===== src/rtl/gpu_pkg.sv =====
// Shared definitions for the GPU pixel writer and the frame-buffer readback engine:
// display geometry, ping-pong buffer bases, readback register map, STATUS bit
// positions and the readback FSM encoding. No ports; imported with gpu_pkg::*.
package gpu_pkg;

  // Display geometry; H_DISP is the address stride between lines.
  localparam int H_DISP = 1024;
  localparam int V_DISP = 600;

  // Frame-buffer bases in SDRAM word-address space.
  localparam logic [20:0] PING_PONG_0 = 21'h000000;
  localparam logic [20:0] PING_PONG_1 = 21'h100000;

  // Readback register map (bus word index).
  localparam logic [7:0] REG_X_POS     = 8'd0;
  localparam logic [7:0] REG_Y_POS     = 8'd1;
  localparam logic [7:0] REG_LEN       = 8'd2;
  localparam logic [7:0] REG_ENABLE    = 8'd3;
  localparam logic [7:0] REG_STATUS    = 8'd4;
  localparam logic [7:0] REG_COUNT     = 8'd5;
  localparam logic [7:0] REG_PING_PONG = 8'd6;
  localparam logic [7:0] REG_BUF_BASE  = 8'd16;

  // STATUS register bit positions.
  localparam int ST_BUSY     = 0;
  localparam int ST_DONE     = 1;
  localparam int ST_TIMEOUT  = 2;
  localparam int ST_OVERFLOW = 3;

  typedef enum logic [1:0] {
    S_IDLE = 2'd0,
    S_LOAD = 2'd1,
    S_WAIT = 2'd2,
    S_DONE = 2'd3
  } rb_state_t;

  // Merge a bus write into a 32-bit register honouring per-byte lane enables.
  function automatic logic [31:0] byte_merge(input logic [31:0] cur,
                                             input logic [31:0] wdat,
                                             input logic [3:0]  be);
    logic [31:0] r;
    r = cur;
    for (int b = 0; b < 4; b++) begin
      if (be[b]) r[8*b +: 8] = wdat[8*b +: 8];
    end
    return r;
  endfunction

endpackage


===== src/rtl/gpu_readback_buffer.sv =====
// Capture buffer for the readback engine: DEPTH x 24-bit, one write port and one
// read port, registered read (data appears one clock after raddr).
// Ports: clk; we/waddr/wdata write port; raddr/rdata read port. No reset: contents undefined.
module gpu_readback_buffer #(
  parameter int DEPTH = 128,
  parameter int AW    = $clog2(DEPTH)
) (
  input  logic          clk,
  input  logic          we,
  input  logic [AW-1:0] waddr,
  input  logic [23:0]   wdata,
  input  logic [AW-1:0] raddr,
  output logic [23:0]   rdata
);

  logic [23:0] mem [DEPTH];

  // Read-before-write when both ports hit the same word in one cycle.
  always_ff @(posedge clk) begin
    if (we) mem[waddr] <= wdata;
    rdata <= mem[raddr];
  end

endmodule


===== src/rtl/gpu_readback.sv =====
// Frame-buffer readback engine: on CPU start, issues one SDRAM read burst from pixel
// (X,Y) of the back buffer and captures returned pixels into a local buffer.
// Ports: byte-lane register bus (addrIn/sizeDecode/dataIn write, addrOut/dataOut read,
// 1-cycle read latency); SDRAM read port (rd_load/rd_addr/rd_len out, rd_valid/rd_data/rd_done in).
module gpu_readback
  import gpu_pkg::*;
#(
  parameter int BUFF_DEPTH = 128,
  parameter int ADDR_W     = 21,
  parameter int TIMEOUT    = 65535
) (
  input  logic              clk,
  input  logic              rstn,
  input  logic [7:0]        addrIn,
  input  logic [7:0]        addrOut,
  input  logic [3:0]        sizeDecode,
  input  logic [31:0]       dataIn,
  output logic [31:0]       dataOut,
  output logic              rd_load,
  output logic [ADDR_W-1:0] rd_addr,
  output logic [23:0]       rd_len,
  input  logic              rd_valid,
  input  logic [31:0]       rd_data,
  input  logic              rd_done
);

  localparam int BUF_AW  = $clog2(BUFF_DEPTH);
  localparam int CNT_W   = $clog2(BUFF_DEPTH + 1);
  localparam int TMO_W   = $clog2(TIMEOUT + 1);
  localparam int BUF_END = 16 + BUFF_DEPTH;

  // ---------------------------------------------------------------- registers
  logic [31:0]      x_pos;
  logic [31:0]      y_pos;
  logic [23:0]      len;
  logic             enable;
  logic             ping_pong;

  logic [CNT_W-1:0] count;
  logic [TMO_W-1:0] tcnt;
  logic             done_f;
  logic             tmo_f;
  logic             ovf_f;

  rb_state_t        state;
  rb_state_t        state_nxt;

  logic             start;
  logic             latch;
  logic             capture;
  logic             drop;
  logic             tmo_hit;

  logic [31:0]      pix_off;
  logic [ADDR_W-1:0] base;
  logic [ADDR_W-1:0] addr_calc;
  logic [23:0]      len_clip;
  logic             busy;
  logic [3:0]       status;

  logic [31:0]      reg_word;
  logic [31:0]      reg_q;
  logic             sel_buf_q;
  logic             in_buf;
  logic [BUF_AW-1:0] buf_raddr;
  logic [23:0]      buf_q;

  // Only the low 16 bits of X/Y and the pixel bits of the returned word matter.
  logic             unused_bits;
  assign unused_bits = ^{x_pos[31:16], y_pos[31:16], rd_data[7:0]};

  // ------------------------------------------------------- register writes
  always_ff @(posedge clk or negedge rstn) begin
    if (!rstn) begin
      x_pos     <= '0;
      y_pos     <= '0;
      len       <= '0;
      enable    <= 1'b0;
      ping_pong <= 1'b0;
    end else if (sizeDecode != 4'b0000) begin
      case (addrIn)
        REG_X_POS:     x_pos <= byte_merge(x_pos, dataIn, sizeDecode);
        REG_Y_POS:     y_pos <= byte_merge(y_pos, dataIn, sizeDecode);
        REG_LEN:       len   <= 24'(byte_merge({8'h00, len}, dataIn, sizeDecode));
        REG_ENABLE:    if (sizeDecode[0]) enable <= dataIn[0];
        REG_PING_PONG: if (sizeDecode[0]) ping_pong <= dataIn[0];
        default: ;
      endcase
    end
  end

  // ----------------------------------------------------- burst parameters
  // The read targets the buffer the pixel writer is drawing into, hence the
  // inverted sense of PING_PONG relative to the base names.
  assign base      = ping_pong ? ADDR_W'(PING_PONG_0) : ADDR_W'(PING_PONG_1);
  assign pix_off   = {16'h0000, x_pos[15:0]} + (32'(y_pos[15:0]) * 32'(H_DISP));
  assign addr_calc = base | pix_off[ADDR_W-1:0];
  assign len_clip  = (len > 24'(BUFF_DEPTH)) ? 24'(BUFF_DEPTH) : len;

  // -------------------------------------------------------------------- FSM
  always_ff @(posedge clk or negedge rstn) begin
    if (!rstn) state <= S_IDLE;
    else       state <= state_nxt;
  end

  always_comb begin
    state_nxt = state;
    start     = 1'b0;
    latch     = 1'b0;
    capture   = 1'b0;
    drop      = 1'b0;
    tmo_hit   = 1'b0;
    case (state)
      S_IDLE: begin
        if (enable) begin
          start     = 1'b1;
          state_nxt = S_LOAD;
        end
      end
      S_LOAD: begin
        latch     = 1'b1;
        state_nxt = (len_clip == 24'd0) ? S_DONE : S_WAIT;
      end
      S_WAIT: begin
        capture = rd_valid && (count < CNT_W'(BUFF_DEPTH));
        drop    = rd_valid && (count >= CNT_W'(BUFF_DEPTH));
        // A word arriving with rd_done is still stored (capture above).
        if (rd_done) begin
          state_nxt = S_DONE;
        end else if (tcnt == TMO_W'(TIMEOUT - 1)) begin
          tmo_hit   = 1'b1;
          state_nxt = S_DONE;
        end
      end
      S_DONE: begin
        if (!enable) state_nxt = S_IDLE;
      end
      default: state_nxt = S_IDLE;
    endcase
  end

  // --------------------------------------------------------------- datapath
  always_ff @(posedge clk or negedge rstn) begin
    if (!rstn) begin
      rd_load <= 1'b0;
      rd_addr <= '0;
      rd_len  <= '0;
      count   <= '0;
      tcnt    <= '0;
      done_f  <= 1'b0;
      tmo_f   <= 1'b0;
      ovf_f   <= 1'b0;
    end else begin
      rd_load <= 1'b0;
      if (start) begin
        count  <= '0;
        tcnt   <= '0;
        done_f <= 1'b0;
        tmo_f  <= 1'b0;
        ovf_f  <= 1'b0;
      end
      // rd_addr/rd_len become visible together with the rd_load pulse and
      // stay put until the next burst is latched.
      if (latch) begin
        rd_addr <= addr_calc;
        rd_len  <= len_clip;
        rd_load <= (len_clip != 24'd0);
      end
      if (state == S_WAIT) tcnt <= tcnt + TMO_W'(1);
      if (capture) count <= count + CNT_W'(1);
      if (drop)    ovf_f <= 1'b1;
      if (tmo_hit) tmo_f <= 1'b1;
      if ((state != S_DONE) && (state_nxt == S_DONE)) done_f <= 1'b1;
    end
  end

  assign busy = (state == S_LOAD) || (state == S_WAIT);

  always_comb begin
    status              = 4'b0000;
    status[ST_BUSY]     = busy;
    status[ST_DONE]     = done_f;
    status[ST_TIMEOUT]  = tmo_f;
    status[ST_OVERFLOW] = ovf_f;
  end

  // ---------------------------------------------------------- capture RAM
  gpu_readback_buffer #(
    .DEPTH (BUFF_DEPTH),
    .AW    (BUF_AW)
  ) u_buffer (
    .clk   (clk),
    .we    (capture),
    .waddr (count[BUF_AW-1:0]),
    .wdata (rd_data[31:8]),
    .raddr (buf_raddr),
    .rdata (buf_q)
  );

  // -------------------------------------------------------------- bus read
  assign in_buf    = (addrOut >= REG_BUF_BASE) && (int'(addrOut) < BUF_END);
  assign buf_raddr = BUF_AW'(addrOut - REG_BUF_BASE);

  always_comb begin
    reg_word = '0;
    case (addrOut)
      REG_X_POS:     reg_word = x_pos;
      REG_Y_POS:     reg_word = y_pos;
      REG_LEN:       reg_word = {8'h00, len};
      REG_ENABLE:    reg_word = {31'b0, enable};
      REG_STATUS:    reg_word = {28'b0, status};
      REG_COUNT:     reg_word = 32'(count);
      REG_PING_PONG: reg_word = {31'b0, ping_pong};
      default:       reg_word = '0;
    endcase
  end

  // Register words and the RAM output are both one clock behind addrOut; the
  // registered select picks between them so buffer reads keep 1-cycle latency.
  always_ff @(posedge clk or negedge rstn) begin
    if (!rstn) begin
      reg_q     <= '0;
      sel_buf_q <= 1'b0;
    end else begin
      reg_q     <= reg_word;
      sel_buf_q <= in_buf;
    end
  end

  assign dataOut = sel_buf_q ? {8'h00, buf_q} : reg_q;

endmodule


===== config.mk =====
export PLATFORM = sky130hd
export DESIGN_NAME = gpu_readback
export DESIGN_NICKNAME = d
export VERILOG_FILES = /design/src/rtl/gpu_pkg.sv /design/src/rtl/gpu_readback_buffer.sv /design/src/rtl/gpu_readback.sv
export SDC_FILE = /design/constraint.sdc
export NUM_CORES = 2
export LEC_CHECK = 0
export CELL_PAD_IN_SITES_DETAIL_PLACEMENT = 2
export CELL_PAD_IN_SITES_GLOBAL_PLACEMENT = 2
export CORE_MARGIN = 2
export CORE_UTILIZATION = 52
export CTS_BUF_LIST = sky130_fd_sc_hd__clkbuf_8
export CTS_CLUSTER_DIAMETER = 60
export DETAILED_ROUTE_END_ITERATION = 10
export GPL_TIMING_DRIVEN = 0
export PLACE_DENSITY = 0.8
export SYNTH_ARGS = -nofsm -noshare
export SYNTH_HDL_FRONTEND = slang
export SYNTH_SLANG_ARGS = --single-unit

===== constraint.sdc =====
create_clock -name clk -period 5.47 [get_ports clk]
set_clock_uncertainty 0.1 [all_clocks]
set_input_delay 1.094 -clock clk [delete_from_list [all_inputs] [get_ports clk]]
set_output_delay 1.094 -clock clk [all_outputs]
set_load 0.02 [all_outputs]

==> flow_summary.json, run 1 <==
{
  "status": "aborted with a tool error",
  "netlist_area_um2": 127300,
  "yosys.area.top_type": "edfxtp_1",
  "synth_top_family_by_area": "multiplexers",
  "haltStage": "detailed placement (3_5_place_dp)",
  "ys_types": 59,
  "synth-xor-area-share_pct": 0.06191,
  "tool.error": "[ERROR DPL-0033] detailed placement checks failed during check placement.",
  "synthMostInstantiatedCell": "edfxtp_1",
  "row_count": 181,
  "portBuffers": 155,
  "ys_warn_count": 0,
  "synth_fa_ha_area_share_pct": 0.1828,
  "synthCells": 5835,
  "hpwl_um": 447600,
  "die_w_um": 498.8,
  "muxShareOfSynthArea_pct": 17.44,
  "ys_seq_area_share_pct": 76.73,
  "synth_ff_type": "edfxtp_1",
  "synth_common_cells": "3072 x edfxtp_1, 806 x mux4_2, 254 x mux2i_1",
  "synth-simple-area-share_pct": 1.906,
  "place.gp.congestion": 1.009,
  "synth-seq-cells": 3294,
  "die_y_um": 498.8,
  "synth-compound-area-share_pct": 2.192,
  "io_pins": 166,
  "synthTopCellsByArea": "edfxtp_1 72%, mux4_2 14%, dfrtp_1 3.9%, mux2i_1 2.0%, mux2_2 1.2%",
  "synth_edf_count": 3072,
  "synth_top_area_share_pct": 72.46,
  "start_util_pct": 52.30,
  "syn_nets": 5941,
  "postSynth.asyncResetShare_pct": 6.011,
  "syn_avg_cell_area_um2": 21.82
}
## cell families after synthesis
family | after synthesis
flip-flops | 3294
adder cells (fa/ha/maj) | 18
XOR/XNOR | 9
multiplexers | 1194
AO/OA/AOI/OAI | 416
AND/OR/NAND/NOR | 561
buffers and inverters | 343
## stage by stage
step / setup WS, ns / setup TNS, ns
after global placement: -5.133 / -6032.14
after floorplan: 1.310 / 0
==> run 2, diff against run 1 <==
==> config.mk (replaced) <==
export PLATFORM = sky130hd
export DESIGN_NAME = gpu_readback
export DESIGN_NICKNAME = d
export VERILOG_FILES = /design/src/rtl/gpu_pkg.sv /design/src/rtl/gpu_readback_buffer.sv /design/src/rtl/gpu_readback.sv
export SDC_FILE = /design/constraint.sdc
export NUM_CORES = 2
export LEC_CHECK = 0
export CORE_MARGIN = 2
export CORE_UTILIZATION = 40
export DETAILED_ROUTE_END_ITERATION = 10
export GPL_TIMING_DRIVEN = 0
export PLACE_DENSITY_LB_ADDON = 0.15
export SYNTH_ARGS = -nofsm -noshare
export SYNTH_HDL_FRONTEND = slang
export SYNTH_SLANG_ARGS = --single-unit
==> run 2 against run 1 <==
  * The flow now finishes, with violations (max-capacitance violations, max-slew violations, negative setup slack)
  * Synthesized cell count stayed put
  * Synthesized area did not move
==> flow_summary.json, run 2 <==
{
  "cp-start-kind": "primary input",
  "top_register": "u_buffer.mem",
  "synth_common_cells": "3072 x edfxtp_1, 806 x mux4_2, 254 x mux2i_1",
  "fin_crit_sh_pct": 105.4,
  "hpwl_um": 342600,
  "ir_drop_v": 0.0003256,
  "layout_setup_ws_ns": -0.2971,
  "crit_buf_inv": 5,
  "criticalPathCategory": "primary input to flop",
  "p_comb_share_pct": 8.3,
  "synthMostInstantiatedCell": "edfxtp_1",
  "synth_edf_count": 3072,
  "viasPerCell": 6.308,
  "cp_common_cell": "clkbuf_4",
  "dr.pass1.iters": 8,
  "clockRootBuffer": "clkbuf_16",
  "start_util_pct": 40.13,
  "first_global_vias": 66282,
  "grt_max_degree": 121,
  "swShare_pct": 24.55,
  "ys_warn_count": 0,
  "seqPwrFrac_pct": 49.6,
  "die_y_um": 568.2,
  "worst_setup_path_end_kind": "flop",
  "violations": "max-capacitance violations, max-slew violations, negative setup slack",
  "final_common_cell": "edfxtp_1",
  "finish.utilization_pct": 47.45,
  "die_w_um": 568.2,
  "clk_pin_slew_ns": 0.06,
  "syn2layout_area_growth_pct": 18.25,
  "drive_gt1_share_pct": 30.09,
  "clockPowerShare_pct": 42.1,
  "grt_overflow": 0,
  "place.gp.congestion": 1.013,
  "vias": 69452,
  "routed.top_layer": "met5",
  "finalWirelength_um": 501400,
  "p_total_w": 0.05630,
  "synthTopCellsByArea": "edfxtp_1 72%, mux4_2 14%, dfrtp_1 3.9%, mux2i_1 2.0%, mux2_2 1.2%",
  "ant_nets": 0,
  "p_leak_nw": 48.77,
  "layout_common_cells": "3072 x edfxtp_1, 806 x mux4_2, 362 x clkbuf_16",
  "yosys.area.top_type": "edfxtp_1",
  "synth_top_area_share_pct": 72.46,
  "syn_avg_cell_area_um2": 21.82,
  "die_area_um2": 322800,
  "htree_num_levels": 5,
  "clk_latency_ns": 0.98,
  "p_sw_w": 0.01382,
  "status": "complete, but fails checks",
  "arrival_ns": 6.40,
  "cts.sinks": 3294,
  "route.met3.wl_um": 52120,
  "ys_types": 59,
  "row_count": 207,
  "layoutNonFillerInstCount": 11011,
  "netlist_area_um2": 127300,
  "portBuffers": 155,
  "grt_pass1_wl_um": 647600,
  "slew_headroom_pct": -11.10,
  "cts_tree": "yes",
  "nets": 6633,
  "wl_met1_um": 189100,
  "final_hold_viol_count": 0,
  "drc": 0,
  "ys_seq_area_share_pct": 76.73,
  "postSynth.asyncResetShare_pct": 6.011,
  "cp_slowest_stage_delay_ns": 0.73,
  "synth_ff_type": "edfxtp_1",
  "finalSetupTns_ns": -3.161,
  "cts_buffers": 358,
  "placedCellCount": 10340,
  "cap_violations": 1,
  "met2RoutedLength_um": 226500,
  "p_int_w": 0.04248,
  "finalCriticalPeriod_ns": 5.767,
  "crit_family": "buffers and inverters",
  "synth-seq-cells": 3294,
  "antenna_found_initial": 54,
  "io_pins": 166,
  "holdWs_ns": 0.3736,
  "routedWlPerCell_um": 45.53,
  "fmax_mhz": 173.4,
  "path_cells": "clkdlybuf4s50_1 -> clkbuf_4 -> inv_6 -> clkbuf_8 -> clkbuf_4 -> ha_4 -> xor2_4 -> nor2_1 -> a221oi_1 -> o41ai_1 -> o21ai_0 -> a32oi_1",
  "clk_path_buf_depth": 4,
  "gr-usage-all-layers_pct": 30.76,
  "rsz0062_at_grt": "no",
  "p_per_area_nw_per_um2": 373.9,
  "syn_nets": 5941,
  "drt_iter0_drc": 11732,
  "crit_path_top_delay_cell": "o21ai_0",
  "worst_pin_slew_ns": 1.649,
  "hold_class": "flop to flop",
  "cp_max_fo": 10,
  "core-area_um2": 317300,
  "largest_reg_flops": 3072,
  "synthCells": 5835,
  "setup_violations": 36,
  "worstPathRequired_ns": 6.11,
  "slew_viol_final": 4
}
[run 2: repair_timing]
| item | in CTS | in global routing |
|---|---|---|
| buffers inserted | 0 | 6 |
| pin swaps | 0 | 3 |
| hold buffers | 1 | 0 |
| gates resized for setup | 51 | 7 |
| endpoints found under the setup margin | 129 | 67 |
| endpoints found under the hold margin | 1 | 0 |
[run 2: layout make-up]
type,count,area (um2)
flip-flops and latches,3294,97680
diodes,18,45.04
plain buffers,315,1889
inverters,27,106.4
well taps,4180,5230
repair buffers,333,5386
fillers,25965,166700
clock inverters,192,1808
clock buffers,454,9544
multi-input cells,2198,28860
[run 2: power groups by stage]
stage                     clock (W)  sequential (W)  combinational (W)
after floorplan                   0          0.0285            0.00181
after global placement            0          0.0286            0.00436
after detailed placement          0          0.0284            0.00455
after CTS                    0.0239          0.0279            0.00458
after global routing         0.0248          0.0279            0.00471
final                        0.0237          0.0279            0.00468
[run 2: worst paths after layout]
path,startpoint,endpoint,slack (ns),cells past startpoint
min in group asynchronous,rstn,len[20]$_DFFE_PN0P_,0.41,2
worst max register to register,state[0]$_DFF_PN0_,u_buffer.mem[67][15]$_DFFE_PP_,-0.11,11
worst max-delay path,addrOut[4],u_buffer.rdata[6]$_DFF_P_,-0.30,12
max in group asynchronous,rstn,tcnt[3]$_DFFE_PN0P_,3.76,4
worst min-delay path,tcnt[8]$_DFFE_PN0P_,tcnt[8]$_DFFE_PN0P_,0.37,1
worst min register to register,tcnt[8]$_DFFE_PN0P_,tcnt[8]$_DFFE_PN0P_,0.37,1
[run 2: worst reg2reg max path, cell delays in order, from the launching register on]
cell and delay [ns]:
dfrtp_1 0.42, inv_1 0.15, ha_1 0.16, clkbuf_1 0.40
nand2_1 0.22, or2_2 0.32, clkbuf_1 0.19, nor2_1 0.68
nand2_1 0.75, clkbuf_2 0.69, nor2_4 0.93, buf_16 0.25
[run 2: cell families after synthesis]
| kind of cell | Yosys count | share of synthesized area, % |
|---|---|---|
| flip-flops | 3294 | 76.73 |
| XOR/XNOR | 9 | 0.06191 |
| adder cells (fa/ha/maj) | 18 | 0.1828 |
| buffers and inverters | 343 | 1.492 |
| multiplexers | 1194 | 17.44 |
| AND/OR/NAND/NOR | 561 | 1.906 |
| AO/OA/AOI/OAI | 416 | 2.192 |
[run 2: through the flow]
| stage | instance area (um2) | worst slack [ns] |
|---|---|---|
| floorplan | 127300 | 1.310 |
| global placement | 134100 | -5.286 |
| detailed placement | 138800 | -4.602 |
| CTS | 150300 | 0.006689 |
| global route | 150500 | 0.007539 |
| finish | 150600 | -0.2971 |
[run 2: metal layers]
layer  up-vias  GRT usage (%)
met3       961          7.260
li1      25891              -
met2      4612          46.67
met4        10          17.31
met1     37978          40.91
met5         -              0
No activity file was read; power rests on OpenSTA's default activity.
